--- config.mk ---
export PLATFORM = sky130hd
export DESIGN_NAME = e1_pingpong_ctrl
export DESIGN_NICKNAME = d
export VERILOG_FILES = /design/src/rtl/e1_pkg.sv /design/src/rtl/e1_skid_fifo.sv /design/src/rtl/e1_pingpong_ctrl.sv
export SDC_FILE = /design/constraint.sdc
export NUM_CORES = 1
export LEC_CHECK = 0
export BUFFER_PORTS_ARGS = -buffer_cell sky130_fd_sc_hd__clkbuf_2
export CORE_AREA = 2 2 164 166
export DETAILED_ROUTE_END_ITERATION = 8
export DIE_AREA = 0 0 166 168
export PLACE_DENSITY = 0.77
export SYNTH_ARGS = -nofsm -noshare
export SYNTH_HDL_FRONTEND = slang
export SYNTH_HIERARCHICAL = 1
export SYNTH_SLANG_ARGS = --single-unit
--- constraint.sdc ---
create_clock -name clk -period 7.3 [get_ports clk]
set_input_delay 1.095 -clock clk [delete_from_list [all_inputs] [get_ports clk]]
set_output_delay 1.095 -clock clk [all_outputs]
set_load 0.02 [all_outputs]
--- src/rtl/e1_pkg.sv ---
// Shared types and helpers for the e1 ping-pong frame buffer controller.
// Optional statistics outputs are enabled by defining E1_PP_STATS_EN.
package e1_pkg;

    typedef enum logic [0:0] {
        RD_IDLE   = 1'b0,
        RD_ACTIVE = 1'b1
    } rd_state_t;

    typedef logic bank_t;

    // Ceiling log2, usable in parameter defaults.
    function automatic int clog2(input int value);
        int result;
        result = 32'sd0;
        for (int v = value - 32'sd1; v > 32'sd0; v = v >>> 32'sd1) begin
            result = result + 32'sd1;
        end
        return result;
    endfunction

endpackage

--- src/rtl/e1_skid_fifo.sv ---
// Two-entry valid/ready FIFO holding returned BRAM words ahead of the
// downstream stream; exposes occupancy so the reader can budget credits.
module e1_skid_fifo #(
    parameter int WIDTH = 65
) (
    input  logic             clk,
    input  logic             rst_n,
    input  logic             in_valid,
    output logic             in_ready,
    input  logic [WIDTH-1:0] in_data,
    output logic             out_valid,
    input  logic             out_ready,
    output logic [WIDTH-1:0] out_data,
    output logic [1:0]       count
);

    logic [WIDTH-1:0] mem_r [2];
    logic             wr_ptr_r;
    logic             rd_ptr_r;
    logic [1:0]       count_r;
    logic             push_s;
    logic             pop_s;

    // A full FIFO still accepts a word when the head leaves in the same cycle.
    assign in_ready  = (count_r != 2'd2) || out_ready;
    assign out_valid = (count_r != 2'd0);
    assign out_data  = mem_r[rd_ptr_r];
    assign count     = count_r;
    assign push_s    = in_valid && in_ready;
    assign pop_s     = out_valid && out_ready;

    // Storage, pointers and occupancy.
    always_ff @(posedge clk) begin
        if (!rst_n) begin
            mem_r[0] <= {WIDTH{1'b0}};
            mem_r[1] <= {WIDTH{1'b0}};
            wr_ptr_r <= 1'b0;
            rd_ptr_r <= 1'b0;
            count_r  <= 2'd0;
        end else begin
            if (push_s) begin
                mem_r[wr_ptr_r] <= in_data;
                wr_ptr_r        <= ~wr_ptr_r;
            end
            if (pop_s) begin
                rd_ptr_r <= ~rd_ptr_r;
            end
            case ({push_s, pop_s})
                2'b10:   count_r <= count_r + 2'd1;
                2'b01:   count_r <= count_r - 2'd1;
                default: count_r <= count_r;
            endcase
        end
    end

endmodule

--- src/rtl/e1_pingpong_ctrl.sv ---
// Ping-pong frame buffer controller: fills two BRAM banks alternately from
// an upstream stream and replays full frames downstream. Define
// E1_PP_STATS_EN to add the frames_out / stall_cycles statistics outputs.
module e1_pingpong_ctrl
    import e1_pkg::*;
#(
    parameter int BRAM_DATA_WIDTH = 64,
    parameter int BRAM_DEPTH      = 64,
    parameter int BRAM_ADDR_WIDTH = clog2(BRAM_DEPTH)
) (
    input  logic                       clk,
    input  logic                       rst_n,
    input  logic                       s_valid,
    output logic                       s_ready,
    input  logic [BRAM_DATA_WIDTH-1:0] s_data,
    output logic                       m_valid,
    input  logic                       m_ready,
    output logic [BRAM_DATA_WIDTH-1:0] m_data,
    output logic                       m_last,
    output logic                       bram0_wr_en,
    output logic                       bram0_we,
    output logic [BRAM_ADDR_WIDTH-1:0] bram0_wr_addr,
    output logic [BRAM_DATA_WIDTH-1:0] bram0_din,
    output logic                       bram0_rd_en,
    output logic [BRAM_ADDR_WIDTH-1:0] bram0_rd_addr,
    input  logic [BRAM_DATA_WIDTH-1:0] bram0_dout,
    output logic                       bram1_wr_en,
    output logic                       bram1_we,
    output logic [BRAM_ADDR_WIDTH-1:0] bram1_wr_addr,
    output logic [BRAM_DATA_WIDTH-1:0] bram1_din,
    output logic                       bram1_rd_en,
    output logic [BRAM_ADDR_WIDTH-1:0] bram1_rd_addr,
    input  logic [BRAM_DATA_WIDTH-1:0] bram1_dout
`ifdef E1_PP_STATS_EN
    ,
    output logic [15:0]                frames_out,
    output logic [15:0]                stall_cycles
`endif
);

    localparam int FIFO_W = BRAM_DATA_WIDTH + 1;
    localparam logic [BRAM_ADDR_WIDTH-1:0] LAST_ADDR = BRAM_ADDR_WIDTH'(BRAM_DEPTH - 1);
    localparam logic [BRAM_ADDR_WIDTH-1:0] ADDR_ZERO = {BRAM_ADDR_WIDTH{1'b0}};
    localparam logic [BRAM_ADDR_WIDTH-1:0] ADDR_ONE  = BRAM_ADDR_WIDTH'(1);
    localparam logic [BRAM_DATA_WIDTH-1:0] DATA_ZERO = {BRAM_DATA_WIDTH{1'b0}};

    logic [1:0]                 full_r;
    logic [1:0]                 full_next_s;
    bank_t                      wr_bank_r;
    bank_t                      rd_bank_r;
    bank_t                      rd_bank_q_r;
    logic [BRAM_ADDR_WIDTH-1:0] wr_addr_r;
    logic [BRAM_ADDR_WIDTH-1:0] rd_addr_r;
    rd_state_t                  state_r;
    rd_state_t                  state_next_s;
    logic                       inflight_r;
    logic                       rd_last_q_r;

    logic                       s_ready_s;
    logic                       wr_fire_s;
    logic                       wr_wrap_s;
    logic                       rd_issue_s;
    logic                       rd_done_s;
    logic                       next_bank_full_s;
    logic                       credit_s;
    logic                       pop_s;
    logic [2:0]                 used_s;
    logic [1:0]                 fifo_count_s;
    logic                       fifo_valid_s;
    logic                       fifo_in_ready_s;
    logic [FIFO_W-1:0]          fifo_in_s;
    logic [FIFO_W-1:0]          fifo_out_s;
    logic [BRAM_DATA_WIDTH-1:0] rd_data_s;

    assign s_ready_s = rst_n && !full_r[wr_bank_r];
    assign wr_fire_s = s_valid && s_ready_s;
    assign wr_wrap_s = wr_fire_s && (wr_addr_r == LAST_ADDR);
    assign pop_s     = m_valid && m_ready;

    // A word leaving the FIFO this cycle frees its slot for a new read.
    assign used_s   = {1'b0, fifo_count_s} + {2'b00, inflight_r} - {2'b00, pop_s};
    assign credit_s = (used_s < 3'd2) && fifo_in_ready_s;

    // The other bank counts as full if its final write lands this cycle.
    assign next_bank_full_s = full_r[~rd_bank_r] || (wr_wrap_s && (wr_bank_r != rd_bank_r));
    assign rd_done_s        = rd_issue_s && (rd_addr_r == LAST_ADDR);

    // Read FSM: the first read is issued in the cycle a full bank is seen.
    always_comb begin
        state_next_s = state_r;
        rd_issue_s   = 1'b0;
        case (state_r)
            RD_IDLE: begin
                if (rst_n && full_r[rd_bank_r]) begin
                    rd_issue_s   = credit_s;
                    state_next_s = RD_ACTIVE;
                end else begin
                    state_next_s = RD_IDLE;
                end
            end
            RD_ACTIVE: begin
                rd_issue_s = rst_n && credit_s;
                if (rd_issue_s && (rd_addr_r == LAST_ADDR)) begin
                    state_next_s = next_bank_full_s ? RD_ACTIVE : RD_IDLE;
                end else begin
                    state_next_s = RD_ACTIVE;
                end
            end
            default: begin
                state_next_s = RD_IDLE;
                rd_issue_s   = 1'b0;
            end
        endcase
    end

    // Full flags: set by the writer and cleared by the reader independently.
    always_comb begin
        full_next_s = full_r;
        if (wr_wrap_s) begin
            full_next_s[wr_bank_r] = 1'b1;
        end else begin
            full_next_s[wr_bank_r] = full_r[wr_bank_r];
        end
        if (rd_done_s) begin
            full_next_s[rd_bank_r] = 1'b0;
        end else begin
            full_next_s[rd_bank_r] = full_next_s[rd_bank_r];
        end
    end

    // Bank pointers, address counters, FSM state and read pipeline tags.
    always_ff @(posedge clk) begin
        if (!rst_n) begin
            full_r      <= 2'b00;
            wr_bank_r   <= 1'b0;
            rd_bank_r   <= 1'b0;
            wr_addr_r   <= ADDR_ZERO;
            rd_addr_r   <= ADDR_ZERO;
            state_r     <= RD_IDLE;
            inflight_r  <= 1'b0;
            rd_bank_q_r <= 1'b0;
            rd_last_q_r <= 1'b0;
        end else begin
            full_r  <= full_next_s;
            state_r <= state_next_s;
            if (wr_fire_s) begin
                wr_addr_r <= wr_wrap_s ? ADDR_ZERO : (wr_addr_r + ADDR_ONE);
                wr_bank_r <= wr_wrap_s ? ~wr_bank_r : wr_bank_r;
            end
            if (rd_issue_s) begin
                rd_addr_r <= rd_done_s ? ADDR_ZERO : (rd_addr_r + ADDR_ONE);
                rd_bank_r <= rd_done_s ? ~rd_bank_r : rd_bank_r;
            end
            inflight_r  <= rd_issue_s;
            rd_bank_q_r <= rd_bank_r;
            rd_last_q_r <= rd_done_s;
        end
    end

    assign rd_data_s = rd_bank_q_r ? bram1_dout : bram0_dout;
    assign fifo_in_s = {rd_last_q_r, rd_data_s};

    e1_skid_fifo #(
        .WIDTH(FIFO_W)
    ) u_fifo (
        .clk      (clk),
        .rst_n    (rst_n),
        .in_valid (inflight_r),
        .in_ready (fifo_in_ready_s),
        .in_data  (fifo_in_s),
        .out_valid(fifo_valid_s),
        .out_ready(m_ready && rst_n),
        .out_data (fifo_out_s),
        .count    (fifo_count_s)
    );

    // Outputs are forced to their idle values while rst_n is held low.
    assign s_ready = s_ready_s;
    assign m_valid = rst_n && fifo_valid_s;
    assign m_data  = rst_n ? fifo_out_s[BRAM_DATA_WIDTH-1:0] : DATA_ZERO;
    assign m_last  = m_valid && fifo_out_s[BRAM_DATA_WIDTH];

    assign bram0_wr_en   = wr_fire_s && (wr_bank_r == 1'b0);
    assign bram0_we      = bram0_wr_en;
    assign bram0_wr_addr = rst_n ? wr_addr_r : ADDR_ZERO;
    assign bram0_din     = rst_n ? s_data : DATA_ZERO;
    assign bram0_rd_en   = rd_issue_s && (rd_bank_r == 1'b0);
    assign bram0_rd_addr = rst_n ? rd_addr_r : ADDR_ZERO;

    assign bram1_wr_en   = wr_fire_s && (wr_bank_r == 1'b1);
    assign bram1_we      = bram1_wr_en;
    assign bram1_wr_addr = rst_n ? wr_addr_r : ADDR_ZERO;
    assign bram1_din     = rst_n ? s_data : DATA_ZERO;
    assign bram1_rd_en   = rd_issue_s && (rd_bank_r == 1'b1);
    assign bram1_rd_addr = rst_n ? rd_addr_r : ADDR_ZERO;

`ifdef E1_PP_STATS_EN
    logic [15:0] frames_r;
    logic [15:0] stall_r;

    // Frame counter wraps; stall counter saturates.
    always_ff @(posedge clk) begin
        if (!rst_n) begin
            frames_r <= 16'd0;
            stall_r  <= 16'd0;
        end else begin
            if (pop_s && m_last) begin
                frames_r <= frames_r + 16'd1;
            end
            if (s_valid && !s_ready_s && (stall_r != 16'hFFFF)) begin
                stall_r <= stall_r + 16'd1;
            end
        end
    end

    assign frames_out   = frames_r;
    assign stall_cycles = stall_r;
`endif

endmodule

Word-level counts from Yosys, hierarchy flattened
Memory sizes are Yosys's and may differ from the RTL's. A register that Yosys moved wholly into a read port is not among the register bits.
Cells that the tools add are included.
{"block": "totals", "memories": 1, "ramBits": 130, "register_bits": 24, "input_bits": 196, "out_inout_bits": 225, "word_cells": 107, "rom_bits": 0, "latch_bits": 0}
{"block": "op_classes", "multipliers": 0, "muxes": 39, "n_bitwise": 8, "n_reduce_logical": 29, "order_cmp": 6, "n_shift": 0, "div_mod_pow": 0, "n_addsub": 6, "eq_ne": 6}
{"memory": "u_fifo.mem_r", "depth": 2, "width": 65, "read_ports": 1, "rd_clocked_by_memory_dff": 1, "write_ports": 2, "line_no": "e1_skid_fifo.sv:17", "source": "logic [WIDTH-1:0] mem_r [2];"}
{"op": "64-bit 2-to-1 mux", "n": 3}
{"op": "65-bit 2-to-1 mux", "n": 1}
{"op": "65-bit OR reduction", "n": 1}
{"op": "6-bit 2-to-1 mux", "n": 4}
{"op": "1-bit 2-to-1 mux", "n": 22}
{"op": "1-bit logical AND", "n": 21}
{"op": "6-bit by 1-bit adder with 6-bit output, second input constant", "n": 2}
{"op": "6-bit == test, second input constant", "n": 2}
{"op": "1-bit by 2-bit < comparator with 1-bit output, second input constant", "n": 3}
{"op": "1-bit NOT", "n": 5}
{"op": "2-bit bitwise mux", "n": 2}
{"op": "2-bit 2-to-1 mux", "n": 2}
{"op": "1-bit one-hot mux with 2 select lines", "n": 2}
{"op": "2-bit one-hot mux with 2 select lines", "n": 1}
{"op": "2-bit AND reduction", "n": 2}
{"op": "2-bit nonzero test", "n": 2}
{"op": "2-bit by 1-bit adder with 3-bit output", "n": 1}
{"op": "3-bit by 2-bit < comparator with 1-bit output, second input constant", "n": 1}
{"op": "3-bit by 1-bit subtractor with 3-bit output", "n": 1}
{"op": "2-bit by 1-bit adder with 2-bit output, second input constant", "n": 1}
{"op": "2-bit AND", "n": 1}
{"op": "1-bit demux with 1-bit select", "n": 2}
{"op": "2-bit by 1-bit == test with 1-bit output, second input constant", "n": 1}
{"op": "2-bit == test, second input constant", "n": 1}
{"op": "8 further kinds", "n": 10}

Longest topological paths before layout
{"block": "depth", "word_depth": 11, "depth_mapped": 11, "ltp_nobuf": 10}

Cells and area by module
Netlist, hierarchy kept.
{"module": "e1_skid_fifo", "area_each_um2": 5914.4, "cells_per_inst": 371, "seq_area_each_um2": 4003.8, "instances": 1}
{"module": "e1_pingpong_ctrl", "area_each_um2": 3335.7, "cells_per_inst": 422, "seq_area_each_um2": 400.4, "instances": 1}

Worst setup path before layout
No wires, ideal clock.
{"block": "synth_path", "path_type": "input to register", "startpoint": "in rst_n", "endpoint": "mem u_fifo.mem_r[0][0] (enable)", "arrival_time_ns": 6.439, "required_time_ns": 6.722, "cell_stages": 6, "setup_ns": 0.578, "path_slack_ns": 0.283, "n_path_buf": 2, "path_cell_list": "buf_2 clkbuf_1 and2_1 or3b_4 nand2_1 o21ai_0"}
{"element": "start, declared", "line_no": "e1_pingpong_ctrl.sv:12", "source": "input logic rst_n,"}
{"element": "end, declared", "line_no": "e1_skid_fifo.sv:17"}

Worst setup path in the final report
{"block": "layout_path", "startpoint": "in rst_n", "endpoint": "out bram0_rd_en"}
{"block": "layout_via", "elab_chain_cells": 8, "elab_cells_between_ends": 12, "cone_classes": "add/sub (1); order compare (1); mux (2); reduce/logical (8)"}
{"element": "1-bit logical AND", "line_no": "e1_pingpong_ctrl.sv:179", "source": "assign m_valid = rst_n && fifo_valid_s;"}
{"element": "1-bit logical AND", "line_no": "e1_pingpong_ctrl.sv:78", "source": "assign pop_s = m_valid && m_ready;"}
{"element": "3-bit by 1-bit subtractor with 3-bit output", "line_no": "e1_pingpong_ctrl.sv:81", "source": "assign used_s = {1'b0, fifo_count_s} + {2'b00, inflight_r} - {2'b00, pop_s};"}
{"element": "3-bit by 2-bit < comparator with 1-bit output", "line_no": "e1_pingpong_ctrl.sv:82", "source": "assign credit_s = (used_s < 3'd2) && fifo_in_ready_s;"}
{"element": "1-bit logical AND", "line_no": "e1_pingpong_ctrl.sv:82"}
{"element": "1-bit 2-to-1 mux / 1-bit logical AND (equally long branches)", "line_no": "e1_pingpong_ctrl.sv:94, e1_pingpong_ctrl.sv:102"}
{"element": "1-bit one-hot mux with 2 select lines (*)", "line_no": "e1_pingpong_ctrl.sv:92", "source": "case (state_r)"}
{"element": "1-bit logical AND (*)", "line_no": "e1_pingpong_ctrl.sv:187", "source": "assign bram0_rd_en = rd_issue_s && (rd_bank_r == 1'b0);"}
{"element": "end, declared", "line_no": "e1_pingpong_ctrl.sv:24", "source": "output logic bram0_rd_en,"}
Every way passes the cells marked *; elsewhere a longest branch is shown, timed or not.

==> run metrics <==
met1 WL 9140 um; H-Tree Depth 4; Required @ worst endpoint 6.20 ns; final worst setup slack 2.34 ns; root buffer cell clkbuf_16; Max Cap Viol 0; die height 168 um; crit path DAT 3.87 ns; min-delay worst type reg -> reg; skew final 0.0127 ns; biggest area consumer among synthesized cells edfxtp_1; PD cells 184 nW/um2; Post-Syn Area 9250 um2; warnings from Yosys 6; metal3 WL ~1300 um; fin crit share between 60 and 70%; CP top delay family simple AND/OR/NAND/NOR gates; share of layout cells above drive strength 1 54.9%; DR WL met2 13800 um; final net count ~1300; CTS Buf Count 17; # port buffers 420; async set-or-reset flop fraction in the synthesized netlist 0%; dominant cells by area after synthesis edfxtp_1 (42%), and2_1 (17%), mux2_2 (16%), buf_4 (6.5%), dfxtp_1 (5.4%); Achievable Freq 202 MHz; number of synthesized flops with an enable pin 130; number of global-route vias before repair 7022; area grow syn2layout 24.5%; antenna violations before repair 3; number of setup violations in the final report 0; Hold Buf Count CTS 0; Seq/Total Area, Yosys 47.6%; most frequent cells in the layout clkbuf_2 (419), and2_1 (256), edfxtp_1 (130), mux2_2 (129), dfxtp_1 (23); CORE AREA 26400 um2; clk sinks 155; Pre-antenna DRT Iters 6; clock-pin slew on the worst setup and hold paths 0.07 ns; num rows 60; status finished, final reports clean; Vias 6932; Buf+Inv Stages, Crit Path 2; LEAKAGE 5.30 nW; Synth top area share 42.2%; Die X 166 um; GRT Overall Usage roughly 17%; CTS tree yes; Wirelength per Cell 17.0 um; post-route setup TNS 0 ns; DPL Wire Length 17600 um; top layer in use met4; first-pass GRT wire length 37200 um; relative slew slack 30.9%; Syn Inst Count around 790; Worst Tran Pin Value between 1 and 1.5 ns; Main synth FF type edfxtp_1; Mapped Nets 994; Ports about 420; post-route ant nets 0; crit path cell chain buf_4 -> and3_1 -> ha_1 -> nand2b_1 -> fa_1 -> nand3_1 -> a211oi_2 -> nor2b_1 -> clkbuf_2; full die area 27900 um2; worst skew pair latency 0.42 ns; most common cell after layout, fill and taps aside clkbuf_2; crit path max-delay cell type a211oi_2; WHS 0.467 ns; Final Hold Fails 0; RSZ-0062 raised after global routing no; CTS Buffer Depth 2; Startpoint Class primary input; largest net degree at the start of global routing 108; starting density of the core 35.1%; Avg Inst Size Synth 11.7 um2; highest ir drop seen on vdd 0.122 mV; max-slew violation count 0; Pwr Total 0.00211 W; fin crit period 4.96 ns; Worst Setup Path Type in -> out; vias per cell 4.74; GRT overflow 0; FF+latch count, synth 155; Routed WL between 20000 and 25000 um; Cell variety after synth 43; largest fanout on the critical path 66; DR DRC count 0; routability cong. around 0.83; Post CTS Setup Buffer Count 0; Crit. End Element output pin; dpl ws 2.26 ns; slowest stage delay, CP just under 0.7 ns; drt initial violations 288; post_cts resized 0; Finished Core Util 43.7%
routing by layer:
metal | track usage (%) | up-vias
met5 | 0 | -
met4 | 7.07 | 0
met3 | 3.08 | 29
met2 | 33.6 | 291
met1 | 18.0 | 3363
li1 | - | 3249
cells by family after synthesis:
group	share of synthesized area, %
muxes	16.6
buffers and inverters	9.78
DFF	47.6
AOI/OAI and AO/OA	1.79
xor gates and xnor gates	0.852
adders and majority gates	0.758
and+or+nand+nor	22.6
final cells by class:
type / count / area [um2]
flip-flops and latches: 155 / 4410
clock buffers: 17 / 425
repair buffers: 422 / 2120
diodes: 3 / 7.51
inverters: 8 / 30.0
clock inverters: 14 / 135
well taps: 341 / 427
fillers: 2513 / 14800
multi-input cells: 503 / 3960
per-stage QoR:
stage               instance area (um2)  std cells
global route                      11500       1463
finish                            11500       1463
global placement                  10900       1429
CTS                               11500       1460
floorplan                          9250        793
detailed placement                10900       1429
synthesized netlist by cell type (2+ instances only):
cell type,instances
inv_1,8
xnor2_1,6
nand4_1,3
buf_4,80
and3_1,10
and2_4,20
a21boi_0,4
ha_1,4
mux2_2,129
nand4b_1,2
nand2_1,9
nand3_1,9
o21a_1,5
clkbuf_1,24
buf_6,11
o21ai_0,5
dfxtp_1,25
xor2_1,3
and2_1,256
nand2b_1,2
buf_2,12
nor2_1,5
nor2b_1,4
a21oi_1,3
mux2i_1,7
edfxtp_1,130
power by group:
part	switching, W	internal (W)	total [W]
logic	0.000158	0.000112	0.000270
registers	0.00000774	0.000981	0.000988
clock network	0.000381	0.000474	0.000856
registers in the layout (all words and copies together) (netlist names), named ones only:
register         flops
rd_bank_q_r          1
inflight_r           1
wr_bank_r            1
full_r               2
u_fifo/rd_ptr_r      1
u_fifo/wr_ptr_r      1
rd_addr_r            6
u_fifo/count         2
u_fifo/mem_r       130
rd_last_q_r          1
rd_bank_r            1
state_r              1
wr_addr_r            6
path summary, 6_finish.rpt:
kind	from	endpoint	cells past startpoint	slack, ns
min reg2reg	rd_addr_r[4]	rd_addr_r[4]	1	0.47
max	rst_n	bram0_rd_en	9	2.34
min	rd_addr_r[4]	rd_addr_r[4]	1	0.47
max reg2reg	u_fifo/count[1]	full_r[0]	9	3.85
(Power assumes the default switching activity.)
